**src/rtl/l1_request_arbiter_pkg.sv**
```systemverilog
// Shared L1 configuration constants and request types.
// Port index of every L1 client equals its L1 ID below.
package l1_request_arbiter_pkg;

    localparam int L1_CONNECTIONS     = 4;
    localparam int L1_DCACHE_ID       = 0;
    localparam int L1_DMMU_ID         = 1;
    localparam int L1_ICACHE_ID       = 2;
    localparam int L1_IMMU_ID         = 3;
    localparam int MAX_INFLIGHT_COUNT = 4;
    localparam int L1_ID_W            = $clog2(L1_CONNECTIONS);

    typedef logic [L1_ID_W-1:0] l1_id_t;

    // len holds the burst length minus one, in words
    typedef struct packed {
        logic [31:0] addr;
        logic [31:0] data;
        logic [3:0]  be;
        logic        rnw;
        logic [4:0]  len;
    } l1_request_t;

endpackage

```
**src/rtl/l1_request_arbiter_rr_priority_picker.sv**
```systemverilog
// Round-robin priority picker: first eligible port after last_grant.
// Purely combinational so other arbiters can share it.
module rr_priority_picker #(
    parameter int N  = 4,
    parameter int IW = (N > 1) ? $clog2(N) : 1
) (
    input  logic [N-1:0]  eligible,
    input  logic [IW-1:0] last_grant,
    output logic [N-1:0]  grant,
    output logic [IW-1:0] grant_idx
);

    logic          w_found;
    logic [IW-1:0] w_idx;

    // Scan ports last_grant+1 .. last_grant+N (mod N), keep the first hit
    always_comb begin
        grant     = '0;
        grant_idx = '0;
        w_found   = 1'b0;
        w_idx     = '0;
        for (int k = 1; k <= N; k++) begin
            w_idx = IW'((int'(last_grant) + k) % N);
            if (!w_found && eligible[w_idx]) begin
                grant[w_idx] = 1'b1;
                grant_idx    = w_idx;
                w_found      = 1'b1;
            end
        end
    end

endmodule

```
**src/rtl/l1_request_arbiter.sv**
```systemverilog
// Merges the L1 requesters onto one registered memory request channel
// with a read-outstanding limit, and routes read beats back by ID.
module l1_request_arbiter
    import l1_request_arbiter_pkg::*;
#(
    parameter int NUM_PORTS             = L1_CONNECTIONS,
    parameter int ID_W                  = $clog2(NUM_PORTS),
    parameter int MAX_OUTSTANDING_READS = MAX_INFLIGHT_COUNT
) (
    input  logic                 clk,
    input  logic                 rst,
    input  logic [NUM_PORTS-1:0] req_valid,
    output logic [NUM_PORTS-1:0] req_ready,
    input  l1_request_t          req [NUM_PORTS],
    output logic                 mem_req_valid,
    input  logic                 mem_req_ready,
    output l1_request_t          mem_req,
    output logic [ID_W-1:0]      mem_req_id,
    input  logic                 mem_rd_valid,
    input  logic [31:0]          mem_rd_data,
    input  logic [ID_W-1:0]      mem_rd_id,
    input  logic                 mem_rd_last,
    output logic [NUM_PORTS-1:0] rd_valid,
    output logic [31:0]          rd_data,
    output logic                 rd_last
);

    localparam int CNT_W = $clog2(MAX_OUTSTANDING_READS) + 1;

    logic                 r_out_valid;
    l1_request_t          r_out_req;
    logic [ID_W-1:0]      r_out_id;
    logic [ID_W-1:0]      r_last_grant;
    logic [CNT_W-1:0]     r_rd_cnt;
    logic [NUM_PORTS-1:0] r_rd_valid;
    logic [31:0]          r_rd_data;
    logic                 r_rd_last;

    logic [NUM_PORTS-1:0] w_eligible;
    logic [NUM_PORTS-1:0] w_grant;
    logic [ID_W-1:0]      w_grant_idx;
    logic                 w_can_load;
    logic                 w_accept;
    logic                 w_acc_read;
    logic                 w_rd_done;
    logic                 w_rd_room;

    assign w_rd_room = (r_rd_cnt < CNT_W'(MAX_OUTSTANDING_READS));

    // Writes bypass the read limit; reads wait for room
    always_comb begin
        w_eligible = '0;
        for (int i = 0; i < NUM_PORTS; i++) begin
            w_eligible[i] = req_valid[i] & (~req[i].rnw | w_rd_room);
        end
    end

    rr_priority_picker #(
        .N  (NUM_PORTS),
        .IW (ID_W)
    ) u_picker (
        .eligible   (w_eligible),
        .last_grant (r_last_grant),
        .grant      (w_grant),
        .grant_idx  (w_grant_idx)
    );

    // Pass-through: a draining register may reload in the same cycle
    assign w_can_load = ~r_out_valid | mem_req_ready;
    assign req_ready  = w_grant & {NUM_PORTS{w_can_load & ~rst}};
    assign w_accept   = |req_ready;
    assign w_acc_read = w_accept & req[w_grant_idx].rnw;
    assign w_rd_done  = mem_rd_valid & mem_rd_last & (r_rd_cnt != '0);

    // Output register and round-robin pointer
    always_ff @(posedge clk or posedge rst) begin
        if (rst) begin
            r_out_valid  <= 1'b0;
            r_out_req    <= '0;
            r_out_id     <= '0;
            r_last_grant <= ID_W'(NUM_PORTS - 1);
        end else if (w_accept) begin
            r_out_valid  <= 1'b1;
            r_out_req    <= req[w_grant_idx];
            r_out_id     <= w_grant_idx;
            r_last_grant <= w_grant_idx;
        end else if (mem_req_ready) begin
            r_out_valid  <= 1'b0;
        end
    end

    // Outstanding-read counter; a stray last beat at zero is ignored
    always_ff @(posedge clk or posedge rst) begin
        if (rst) begin
            r_rd_cnt <= '0;
        end else if (w_acc_read && !w_rd_done) begin
            r_rd_cnt <= r_rd_cnt + CNT_W'(1);
        end else if (!w_acc_read && w_rd_done) begin
            r_rd_cnt <= r_rd_cnt - CNT_W'(1);
        end
    end

    // Register each read beat and steer it to its owner
    always_ff @(posedge clk or posedge rst) begin
        if (rst) begin
            r_rd_valid <= '0;
            r_rd_data  <= '0;
            r_rd_last  <= 1'b0;
        end else begin
            r_rd_valid <= mem_rd_valid ? (NUM_PORTS'(1) << mem_rd_id) : '0;
            r_rd_last  <= mem_rd_valid & mem_rd_last;
            if (mem_rd_valid) begin
                r_rd_data <= mem_rd_data;
            end
        end
    end

    // A last beat with nothing outstanding is a memory-side protocol bug
    a_no_rd_underflow : assert property (
        @(posedge clk) disable iff (rst)
        !(mem_rd_valid && mem_rd_last && r_rd_cnt == '0)
    );

    assign mem_req_valid = r_out_valid;
    assign mem_req       = r_out_req;
    assign mem_req_id    = r_out_id;
    assign rd_valid      = r_rd_valid;
    assign rd_data       = r_rd_data;
    assign rd_last       = r_rd_last;

endmodule
```
**config.mk**
```make
export PLATFORM = sky130hd
export DESIGN_NAME = l1_request_arbiter
export DESIGN_NICKNAME = d
export VERILOG_FILES = /design/src/rtl/l1_request_arbiter_pkg.sv /design/src/rtl/l1_request_arbiter_rr_priority_picker.sv /design/src/rtl/l1_request_arbiter.sv
export SDC_FILE = /design/constraint.sdc
export NUM_CORES = 1
export LEC_CHECK = 0
export CAP_MARGIN = 20
export CORE_AREA = 2 2 180 182
export CTS_BUF_LIST = sky130_fd_sc_hd__clkbuf_2
export DETAILED_ROUTE_END_ITERATION = 16
export DIE_AREA = 0 0 182 184
export DONT_BUFFER_PORTS = 1
export MAX_ROUTING_LAYER = met4
export SLEW_MARGIN = 20
export SYNTH_ARGS = -nofsm -noshare
export SYNTH_HDL_FRONTEND = slang
export SYNTH_HIERARCHICAL = 1
export SYNTH_SLANG_ARGS = --single-unit
export TNS_END_PERCENT = 20
```
**constraint.sdc**
```tcl
create_clock -name clk -period 4.5 [get_ports clk]
set_clock_uncertainty 0.2 [all_clocks]
set_input_delay 0.45 -clock clk [delete_from_list [all_inputs] [get_ports clk]]
set_output_delay 0.45 -clock clk [all_outputs]
set_load 0.05 [all_outputs]
```
==> impl_metrics.yaml, run 1 <==
outcome:
  status: "stopped before the end"
  stop_stage: "clock tree synthesis (4_1_cts)"
  error: "[ERROR RSZ-0060] Max buffer count reached."
logic_synthesis:
  synth_seq_cells: 119
  netlist_top_cells_count: "117 x dfrtp_1, 77 x mux2_2, 76 x mux4_2"
  ys_types: 45
  synth.area.top_cells: "dfrtp_1 42%, mux4_2 25%, mux2_2 12%"
  avgSynthCellArea_sq_um: 16.16
  syn_area_sq_um: 6949
  async_flop_share: 1.000
  syn_nets: 779
  synthFlopType: "dfrtp_1"
  synth-edff-count: 0
  synthMostInstantiatedCell: "dfrtp_1"
  netlist.area_leader.share: 0.4213
  yosys.area.top_type: "dfrtp_1"
  ys_seq_area_frac: 0.4289
  synth_warnings: 6
  syn_inst: 430
clock_tree:
  root_buffer: "clkbuf_2"
  cts.sinks: 119
  cts-resized-gates: 0
  numCtsBuffers: 17
  cts_setup_buffers: 0
  holdBufCountCts: 170
  clock_path_buffers: 2
  htreeDepth: 4
die:
  rows: 65
  top_level_ports: 457
  initial_utilization: 0.2214
  die-width_um: 182
  die_h_um: 184
place:
  routabilityCongestion: 0.9914
  dp_worst_setup_slack_ns: 0.4276
  numPortBuffers: 0
  dpl.hpwl_um: 15370
  post_dp_cell_area_sq_um: 7368
[cells by family after synthesis]
logic type | share of synthesized area
adders and majority gates | 0.01909
and+or+nand+nor | 0.03349
DFF | 0.4289
muxes | 0.4460
xor gates and xnor gates | 0.003782
AOI/OAI and AO/OA | 0.03169
buffers and inverters | 0.03709
[metrics by stage]
step                hold slack, ns  std cells
detailed placement          0.1853        809
global placement            0.1856        809
floorplan                   0.3024        430
==> run 2, diff against run 1 <==
--- a/config.mk
+++ b/config.mk
@@ -6,12 +6,11 @@
 export NUM_CORES = 1
 export LEC_CHECK = 0
 export CAP_MARGIN = 20
-export CORE_AREA = 2 2 180 182
-export CTS_BUF_LIST = sky130_fd_sc_hd__clkbuf_2
+export CORE_MARGIN = 2
+export CORE_UTILIZATION = 20
 export DETAILED_ROUTE_END_ITERATION = 16
-export DIE_AREA = 0 0 182 184
 export DONT_BUFFER_PORTS = 1
-export MAX_ROUTING_LAYER = met4
+export PLACE_DENSITY_LB_ADDON = 0.15
 export SLEW_MARGIN = 20
 export SYNTH_ARGS = -nofsm -noshare
 export SYNTH_HDL_FRONTEND = slang
==> run 2 against run 1 <==
The flow now finishes without violations. Synthesized area is the same. Synthesized cell count is the same.
==> impl_metrics.yaml, run 2 <==
outcome:
  status: "completed"
finish:
  syn2layout_area_growth_pct: 23.41
  layout.nets: 830
  final_core_utilization: 0.2495
  drive_gt1_frac: 0.4777
  nFillCells: 3585
  mostFrequentLayoutCells: "117 x dfrtp_1, 77 x mux2_2, 76 x mux4_2, 57 x dlygate4sd3_1, 31 x mux2_4"
  multi_input_area_sq_um: 3734
  largest_register_ffs: 74
  final_area_sq_um: 8576
  seq_area_sq_um: 2980
  layout_commonest_cell: "dfrtp_1"
flow_run:
  maxCapViolCount: 0
clock_tree:
  htreeDepth: 4
  cts.sinks: 119
  clock_latency_ns: 0.43
  cts-resized-gates: 0
  clk_pin_slew_worst_paths_ns: 0.06
  root_buffer: "clkbuf_16"
  cts_tree: "yes"
  numCtsBuffers: 17
  cts_setup_buffers: 0
  holdBufCountCts: 57
  clock_path_buffers: 2
routing:
  wl_met1_um: 8840
  wl_per_cell_um: 23.79
  drcViolationCount: 0
  ant_nets: 0
  top_layer_used: "met5"
  dr.pass1.iters: 4
  vias: 4317
  drt_iter0_markers: 224
  met2_length_um: 11350
  vias_per_cell: 4.516
  routed_wl_um: 22750
  dr_wl_met3_um: 2153
timing:
  setup_viol: 0
  tightest_slew_ns: 0.7943
  fin_crit_sh: 0.9370
  maxSlewHeadroom: 0.4705
  hold_viol_final: 0
  finalSetupTns_ns: 0
  fin_crit_ns: 4.217
  rsz0062_at_grt: "no"
  max_freq_ghz: 0.2372
  slew_viol_final: 0
die:
  core_region_area_sq_um: 34370
  die_h_um: 190.4
  initial_utilization: 0.2022
  top_level_ports: 457
  die-width_um: 190.4
  dieArea_sq_um: 36250
  rows: 68
grt:
  grt_max_degree: 82
  gr-total-overflow: 0
  grt_pass1_vias: 4767
  grt_usage: 0.1212
  grt_pass1_wl_um: 31840
  antenna_found_initial: 10
logic_synthesis:
  synthMostInstantiatedCell: "dfrtp_1"
  synth_warnings: 6
  netlist.area_leader.share: 0.4213
  synth-edff-count: 0
  netlist_top_cells_count: "117 x dfrtp_1, 77 x mux2_2, 76 x mux4_2"
  ys_types: 45
  avgSynthCellArea_sq_um: 16.16
  syn_nets: 779
  ys_seq_area_frac: 0.4289
  syn_area_sq_um: 6949
  synth_seq_cells: 119
  yosys.area.top_type: "dfrtp_1"
  async_flop_share: 1.000
  syn_inst: 430
  synthFlopType: "dfrtp_1"
  synth.area.top_cells: "dfrtp_1 42%, mux4_2 25%, mux2_2 12%"
place:
  post_dp_cell_area_sq_um: 7420
  dpl.hpwl_um: 16900
  numPortBuffers: 0
  routabilityCongestion: 0.8437
power:
  vdd_drop_max_mv: 0.6463
  power_density_nw_per_um2: 957.3
  leakagePower_nw: 3.259
worst_hold_path:
  hold_class: "in -> reg"
critical_path:
  required_ns: 4.61
  critPathLaunchType: "flop"
  crit_type: "reg -> reg"
  cp_max_fo: 12
  rrSetupSlack_ns: 0.28
  cp.arrival_ns: 4.33
  endpoint_kind: "flop"
## run 2: cell counts after synthesis
No cell type changed its count.
## run 2: metrics by stage
| step | hold WS [ns] | std cells | worst slack [ns] | total power (W) |
|---|---|---|---|---|
| after floorplan | 0.3024 | 430 | 0.3890 | 0.006203 |
| after global placement | 0.3059 | 860 | 0.3590 | 0.006862 |
| after detailed placement | 0.3023 | 860 | 0.2805 | 0.006919 |
| after CTS | 0.09355 | 949 | 0.2703 | 0.008373 |
| after global routing | 0.1056 | 953 | 0.07828 | 0.008660 |
| final | 0.1234 | 956 | 0.2834 | 0.008209 |
## run 2: logic make-up (layout without fill, tap and decap cells)
group,after synthesis,count (layout),share of synthesized area
xor+xnor,3,3,0.003782
mux,189,189,0.4460
fa+ha+maj,10,10,0.01909
buf+inv,40,104,0.03709
simple gates,42,42,0.03349
flops,119,119,0.4289
compound gates,27,27,0.03169
other cells,0,7,0
## run 2: final timing paths
path / startpoint / endpoint / cells past startpoint
min in group asynchronous: rst / mem_req_id[1]$_DFFE_PP0P_ / 2
max reg2reg: r_last_grant[1]$_DFFE_PP1P_ / r_rd_cnt[1]$_DFFE_PP0P_ / 14
min reg2reg: r_rd_cnt[0]$_DFFE_PP0P_ / r_rd_cnt[0]$_DFFE_PP0P_ / 1
max: r_last_grant[1]$_DFFE_PP1P_ / r_rd_cnt[1]$_DFFE_PP0P_ / 14
max in group asynchronous: rst / mem_req[68]$_DFFE_PP0P_ / 3
min: mem_rd_valid / rd_last$_DFF_PP0_ / 1
## run 2: area by class of cell
type                       instances  area share
antenna                            7    0.002043
clock buffer                      23     0.05457
clock inverter                     9     0.01167
inverter                           5    0.002772
multi-input combinational        271      0.4354
sequential                       119      0.3475
tap                              455     0.06638
timing repair buffer              67     0.07966
## run 2: worst max-delay path, cell delays in order (launching register included)
cell and delay (ns):
dfstp_2 0.65, inv_1 0.18, ha_1 0.51, mux4_2 0.44, nand2_1 0.11, o21ai_0 0.09, a221o_2 0.32, nor4_1 0.27
buf_4 0.16, nor3_4 0.04, and2_1 0.16, ha_1 0.22, inv_1 0.07, fa_1 0.41, mux2_2 0.27
## run 2: where the power goes
part	switching [W]	leakage (nW)	total, W	internal (W)
sequential	0.00177	1.40	0.00327	0.00150
clock	0.000497	0.277	0.00133	0.000838
combinational	0.00155	1.58	0.00361	0.00205
## run 2: metal layers
layer,vias to the layer above,track usage
met1,2242,0.1387
li1,1798,-
met5,-,0
met4,6,0.05486
met3,23,0.05429
met2,248,0.1944
Note: power is estimated with default switching activity, not from simulation.
==> run 3, diff against run 2 <==
--- a/config.mk
+++ b/config.mk
@@ -5,6 +5,7 @@
 export SDC_FILE = /design/constraint.sdc
 export NUM_CORES = 1
 export LEC_CHECK = 0
+export ABC_AREA = 1
 export CAP_MARGIN = 20
 export CORE_MARGIN = 2
 export CORE_UTILIZATION = 20
==> run 3 against run 2 <==
Synthesized area is 19% higher. Worst hold slack worse by 0.067 ns. Utilization is 1.2 points lower. Fmax is 6.2% higher. Sequential share of layout area is 4.1 points lower. Non-clock buffer count is 12 lower. Flip-flop and latch count stayed put. Via count is 83% higher. Global-route usage is 1.9 points higher. Wire length is 36% higher. First-iteration DRC count is 110% higher.
==> impl_metrics.yaml, run 3 <==
critical_path:
  startpoint: "r_last_grant[0]$_DFFE_PP1P_"
  cp.arrival_ns: 4.11
  cp_top_family: "buffers and inverters"
  worstPathCellList: "inv_8 -> ha_1 -> inv_1 -> nand2_4 -> nand2_4 -> nor2_2 -> a21oi_1 -> nand3_1 -> o211ai_4 -> buf_4 -> nand3_1 -> nand2_1"
  required_ns: 4.64
  rr_startpoint: "r_last_grant[0]$_DFFE_PP1P_"
  crit_type: "reg -> reg"
  critPathLaunchType: "flop"
  r2r_cells: 12
  path_depth: 12
  cp_max_fo: 79
  worst-path-buf-inv: 3
  max_stage_delay_ns: 0.82
  cp_slowest_cell: "buf_4"
  endpoint_kind: "flop"
flow_run:
  maxCapViolCount: 0
timing:
  tightest_slew_ns: 1.036
  fin_crit_ns: 3.972
  fin_crit_sh: 0.8826
  max_freq_ghz: 0.2518
  finalSetupTns_ns: 0
  rsz0062_at_grt: "no"
  slew_viol_final: 0
  setup_viol: 0
  maxSlewHeadroom: 0.3094
  hold_viol_final: 0
grt:
  grt_pass1_vias: 7843
  gr-total-overflow: 0
  grt_usage: 0.1402
  grt_max_degree: 165
  antenna_found_initial: 1
  grt_pass1_wl_um: 46800
die:
  top_level_ports: 457
  die-width_um: 207.6
  rows: 74
  core_region_area_sq_um: 40830
  dieArea_sq_um: 43100
  die_h_um: 207.6
  initial_utilization: 0.2031
logic_synthesis:
  synth-edff-count: 0
  async_flop_share: 1.000
  synthMostInstantiatedCell: "nand2_1"
  netlist_top_cells_count: "568 x nand2_1, 169 x inv_1, 155 x nor2_1"
  synth_seq_cells: 119
  synth.area.top_cells: "dfrtp_1 35%, nand2_1 26%, inv_1 7.7%"
  syn_area_sq_um: 8292
  synthFlopType: "dfrtp_1"
  ys_seq_area_frac: 0.3594
  avgSynthCellArea_sq_um: 6.272
  yosys.area.top_type: "dfrtp_1"
  synth_warnings: 6
  netlist.area_leader.share: 0.3531
  ys_types: 29
  syn_nets: 1671
  syn_inst: 1322
clock_tree:
  clk_pin_slew_worst_paths_ns: 0.07
  cts_setup_buffers: 0
  numCtsBuffers: 17
  cts_tree: "yes"
  root_buffer: "clkbuf_16"
  cts-resized-gates: 0
  holdBufCountCts: 38
  clock_path_buffers: 2
  clock_latency_ns: 0.43
  cts.sinks: 119
  htreeDepth: 4
finish:
  syn2layout_area_growth_pct: 17.08
  seq_area_sq_um: 2980
  layout.nets: 1665
  layout_commonest_cell: "nand2_1"
  antenna_cells: 0
  nFillCells: 4614
  multi_input_area_sq_um: 4252
  largest_register_ffs: 74
  mostFrequentLayoutCells: "568 x nand2_1, 169 x inv_1, 154 x nor2_1, 117 x dfrtp_1, 103 x nand3_1"
  drive_gt1_frac: 0.05418
place:
  dpl.hpwl_um: 22480
  numPortBuffers: 0
  routabilityCongestion: 0.8657
routing:
  ant_nets: 0
  vias_per_cell: 4.256
  drcViolationCount: 0
  routed_wl_um: 30900
  drt_iter0_markers: 476
  wl_per_cell_um: 16.60
  vias: 7921
  dr.pass1.iters: 5
outcome:
  status: "completed"
worst_hold_path:
  worstHoldStart: "req[266]"
  whs_path_depth: 4
  hold_class: "in -> reg"
-- run 3: cell types whose count changed after synthesis, sizes merged, moves of 6 or more --
cell	delta
and2	-6
buf	+28
clkbuf	+17
inv	+170
mux2	-112
mux4	-76
nand2	+565
nand3	+104
nor2	+151
o211ai	+74
-- run 3: routing by layer --
metal / share of wire / wire, um / global-route usage
met5: 0.00042 / 13 / 0
met4: 0.018 / 550 / 0.04280
met1: 0.43 / 13420 / 0.1727
met2: 0.49 / 15100 / 0.2360
met3: 0.059 / 1808 / 0.04115
-- run 3: final cells by class --
cell class                 count  share of cell area
clock buffer                  18             0.04421
multi-input combinational    948              0.4379
inverter                     175             0.06921
timing repair buffer          55             0.05851
sequential                   119              0.3070
tap                          532             0.06857
clock inverter                14             0.01456
-- run 3: tightest hold or removal path, cell delays in order --
cell and delay [ns]:
o211ai_1 0.06, nand2_1 0.06, nand2_1 0.05, nand2_1 0.04
-- run 3: final timing paths --
| kind | to | slack (ns) |
|---|---|---|
| hold / removal | mem_req[44]$_DFFE_PP0P_ | 0.06 |
| min in group asynchronous | mem_req[6]$_DFFE_PP0P_ | 0.41 |
| max in group asynchronous | rd_data[18]$_DFFE_PP0P_ | 2.35 |
| setup reg to reg | mem_req[5]$_DFFE_PP0P_ | 0.53 |
| hold reg to reg | r_rd_cnt[2]$_DFFE_PP0P_ | 0.35 |
| setup / recovery | mem_req[5]$_DFFE_PP0P_ | 0.53 |
-- run 3: cells by family after synthesis --
logic type / Yosys count / share of synthesized area
flops: 119 / 0.3594
fa+ha+maj: 10 / 0.01600
buf+inv: 255 / 0.1314
xor+xnor: 2 / 0.002113
compound gates: 94 / 0.08360
simple gates: 842 / 0.4074
-- run 3: per-stage QoR --
stage | instance area (sq um) | instances | hold slack (ns) | utilization | setup slack [ns]
floorplan | 8292 | 1322 | 0.3032 | - | 0.6415
global placement | 8747 | 1791 | 0.2418 | 0.2142 | 0.5553
detailed placement | 8747 | 1791 | 0.2498 | 0.2142 | 0.6239
CTS | 9708 | 1861 | 0.02503 | 0.2378 | 0.6133
global route | 9708 | 1861 | 0.04762 | 0.2378 | 0.3714
finish | 9708 | 1861 | 0.05691 | 0.2378 | 0.5281
Power of run 3 is not shown: default switching activity piles up to over one toggle a cycle in this logic, so the estimate is an artifact.
==> run 4, diff against run 3 <==
--- a/config.mk
+++ b/config.mk
@@ -11,7 +11,8 @@
 export CORE_UTILIZATION = 20
 export DETAILED_ROUTE_END_ITERATION = 16
 export DONT_BUFFER_PORTS = 1
-export PLACE_DENSITY_LB_ADDON = 0.15
+export GPL_ROUTABILITY_DRIVEN = 0
+export PLACE_DENSITY_LB_ADDON = 0.3
 export SLEW_MARGIN = 20
 export SYNTH_ARGS = -nofsm -noshare
 export SYNTH_HDL_FRONTEND = slang
==> run 4 against run 3 <==
Via count increased by 2.2%. Non-clock buffer count decreased by 3. Global-route usage increased by 0.25 points. Critical path depth decreased by 1. Register-to-register slack improved by 0.23 ns. Highest routed layer is now met4. Fmax increased by 2.8%. Worst setup slack improved by 0.11 ns. Sequential share of layout area about the same. Flip-flop and latch count unchanged. Cell count about the same.
==> impl_metrics.yaml, run 4 (synthesis gave the netlist of run 3 again) <==
timing:
  tightest_slew_ns: 0.9914
  slew_viol_final: 0
  fin_crit_sh: 0.8590
  max_freq_ghz: 0.2587
  fin_crit_ns: 3.865
  rsz0062_at_grt: "no"
  layout_setup_ws_ns: 0.6345
  hold_viol_final: 0
  setup_viol: 0
  hold_slack_ns: 0.04502
  finalSetupTns_ns: 0
  maxSlewHeadroom: 0.3390
routing:
  drt_iter0_markers: 619
  vias_per_cell: 4.351
  ant_nets: 0
  vias: 8093
  drcViolationCount: 0
  dr.pass1.iters: 5
  routed_wl_um: 31250
  wl_per_cell_um: 16.80
clock_tree:
  cts_tree: "yes"
  htreeDepth: 4
  clock_path_buffers: 2
  numCtsBuffers: 17
  clk_pin_slew_worst_paths_ns: 0.07
  clock_latency_ns: 0.44
  cts-resized-gates: 0
  root_buffer: "clkbuf_16"
  cts.sinks: 119
die:
  rows: 74
  die-width_um: 207.6
  dieArea_sq_um: 43100
  top_level_ports: 457
  core_region_area_sq_um: 40830
  initial_utilization: 0.2031
  die_h_um: 207.6
critical_path:
  endpoint_kind: "output pin"
  critPathLaunchType: "flop"
  crit_type: "reg -> out"
  required_ns: 3.85
  cp.arrival_ns: 3.22
  cp_max_fo: 15
place:
  dp_worst_setup_slack_ns: 0.7552
  dpl.hpwl_um: 23210
  dp_cells: 1788
  numPortBuffers: 0
grt:
  grt_max_degree: 149
  grt_pass1_wl_um: 47060
  grtUsageMet3: 0.04402
  antenna_found_initial: 2
  use_met2: 0.2274
  grt_usage: 0.1427
  grtUsageMet1: 0.1824
  grt_pass1_vias: 7809
  gr-total-overflow: 0
  busiest_layer: "met2"
finish:
  syn2layout_area_growth_pct: 16.90
  largest_register_ffs: 74
  layout.nets: 1662
  drive_gt1_frac: 0.05279
  layout_commonest_cell: "nand2_1"
  stdcell_count: 1860
  mostFrequentLayoutCells: "568 x nand2_1, 169 x inv_1, 154 x nor2_1, 117 x dfrtp_1, 103 x nand3_1"
  nFillCells: 4589
outcome:
  status: "completed"
worst_hold_path:
  hold_class: "in -> reg"
flow_run:
  maxCapViolCount: 0
run 4: repair_timing:
action	4_1_cts	5_1_grt
hold buffers	38	0
buffers inserted	0	0
endpoints found under the hold margin	91	0
run 4: metal layers:
layer	up-vias	part of all wire
met5	-	0
met4	0	0.024
met3	36	0.068
met2	293	0.46
met1	3747	0.44
li1	4017	-
run 4: layout make-up:
cell class	count	area [sq um]	area share
Inverter	175	671.9	0.06932
Clock buffer	17	425.4	0.04389
Antenna cell	2	5.005	0.0005163
Timing Repair Buffer	52	533.0	0.05499
Sequential cell	119	2980	0.3075
Clock inverter	15	160.2	0.01652
Multi-Input combinational cell	948	4252	0.4386
Tap cell	532	665.6	0.06867
run 4: final timing paths:
kind	slack (ns)	endpoint	cells after the start	startpoint
setup / recovery	0.63	req_ready[1]	11	r_last_grant[0]$_DFFE_PP1P_
hold / removal	0.05	mem_req[52]$_DFFE_PP0P_	4	req[274]
setup reg to reg	0.76	mem_req[9]$_DFFE_PP0P_	15	r_last_grant[0]$_DFFE_PP1P_
hold reg to reg	0.34	r_rd_cnt[0]$_DFFE_PP0P_	1	r_rd_cnt[0]$_DFFE_PP0P_
max in group asynchronous	2.46	mem_req[37]$_DFFE_PP0P_	3	rst
min in group asynchronous	0.40	mem_req_valid$_DFFE_PP0P_	2	rst
run 4: through the flow:
step | utilization | cell area [sq um]
after CTS | 0.2373 | 9688
after global routing | 0.2373 | 9691
final | 0.2374 | 9693
after detailed placement | 0.2134 | 8712
after global placement | 0.2134 | 8712
after floorplan | - | 8292
run 4: critical path, cell delays in order, from the launching register on:
cell,delay [ns]
dfstp_2,0.75
inv_8,0.10
ha_1,0.37
inv_1,0.17
nand3_1,0.09
nand2_1,0.10
nand2_1,0.08
inv_1,0.12
nand3_1,0.08
nand3_1,0.16
inv_1,0.06
nor2_1,0.69
Power of run 4 is left out for the same reason.
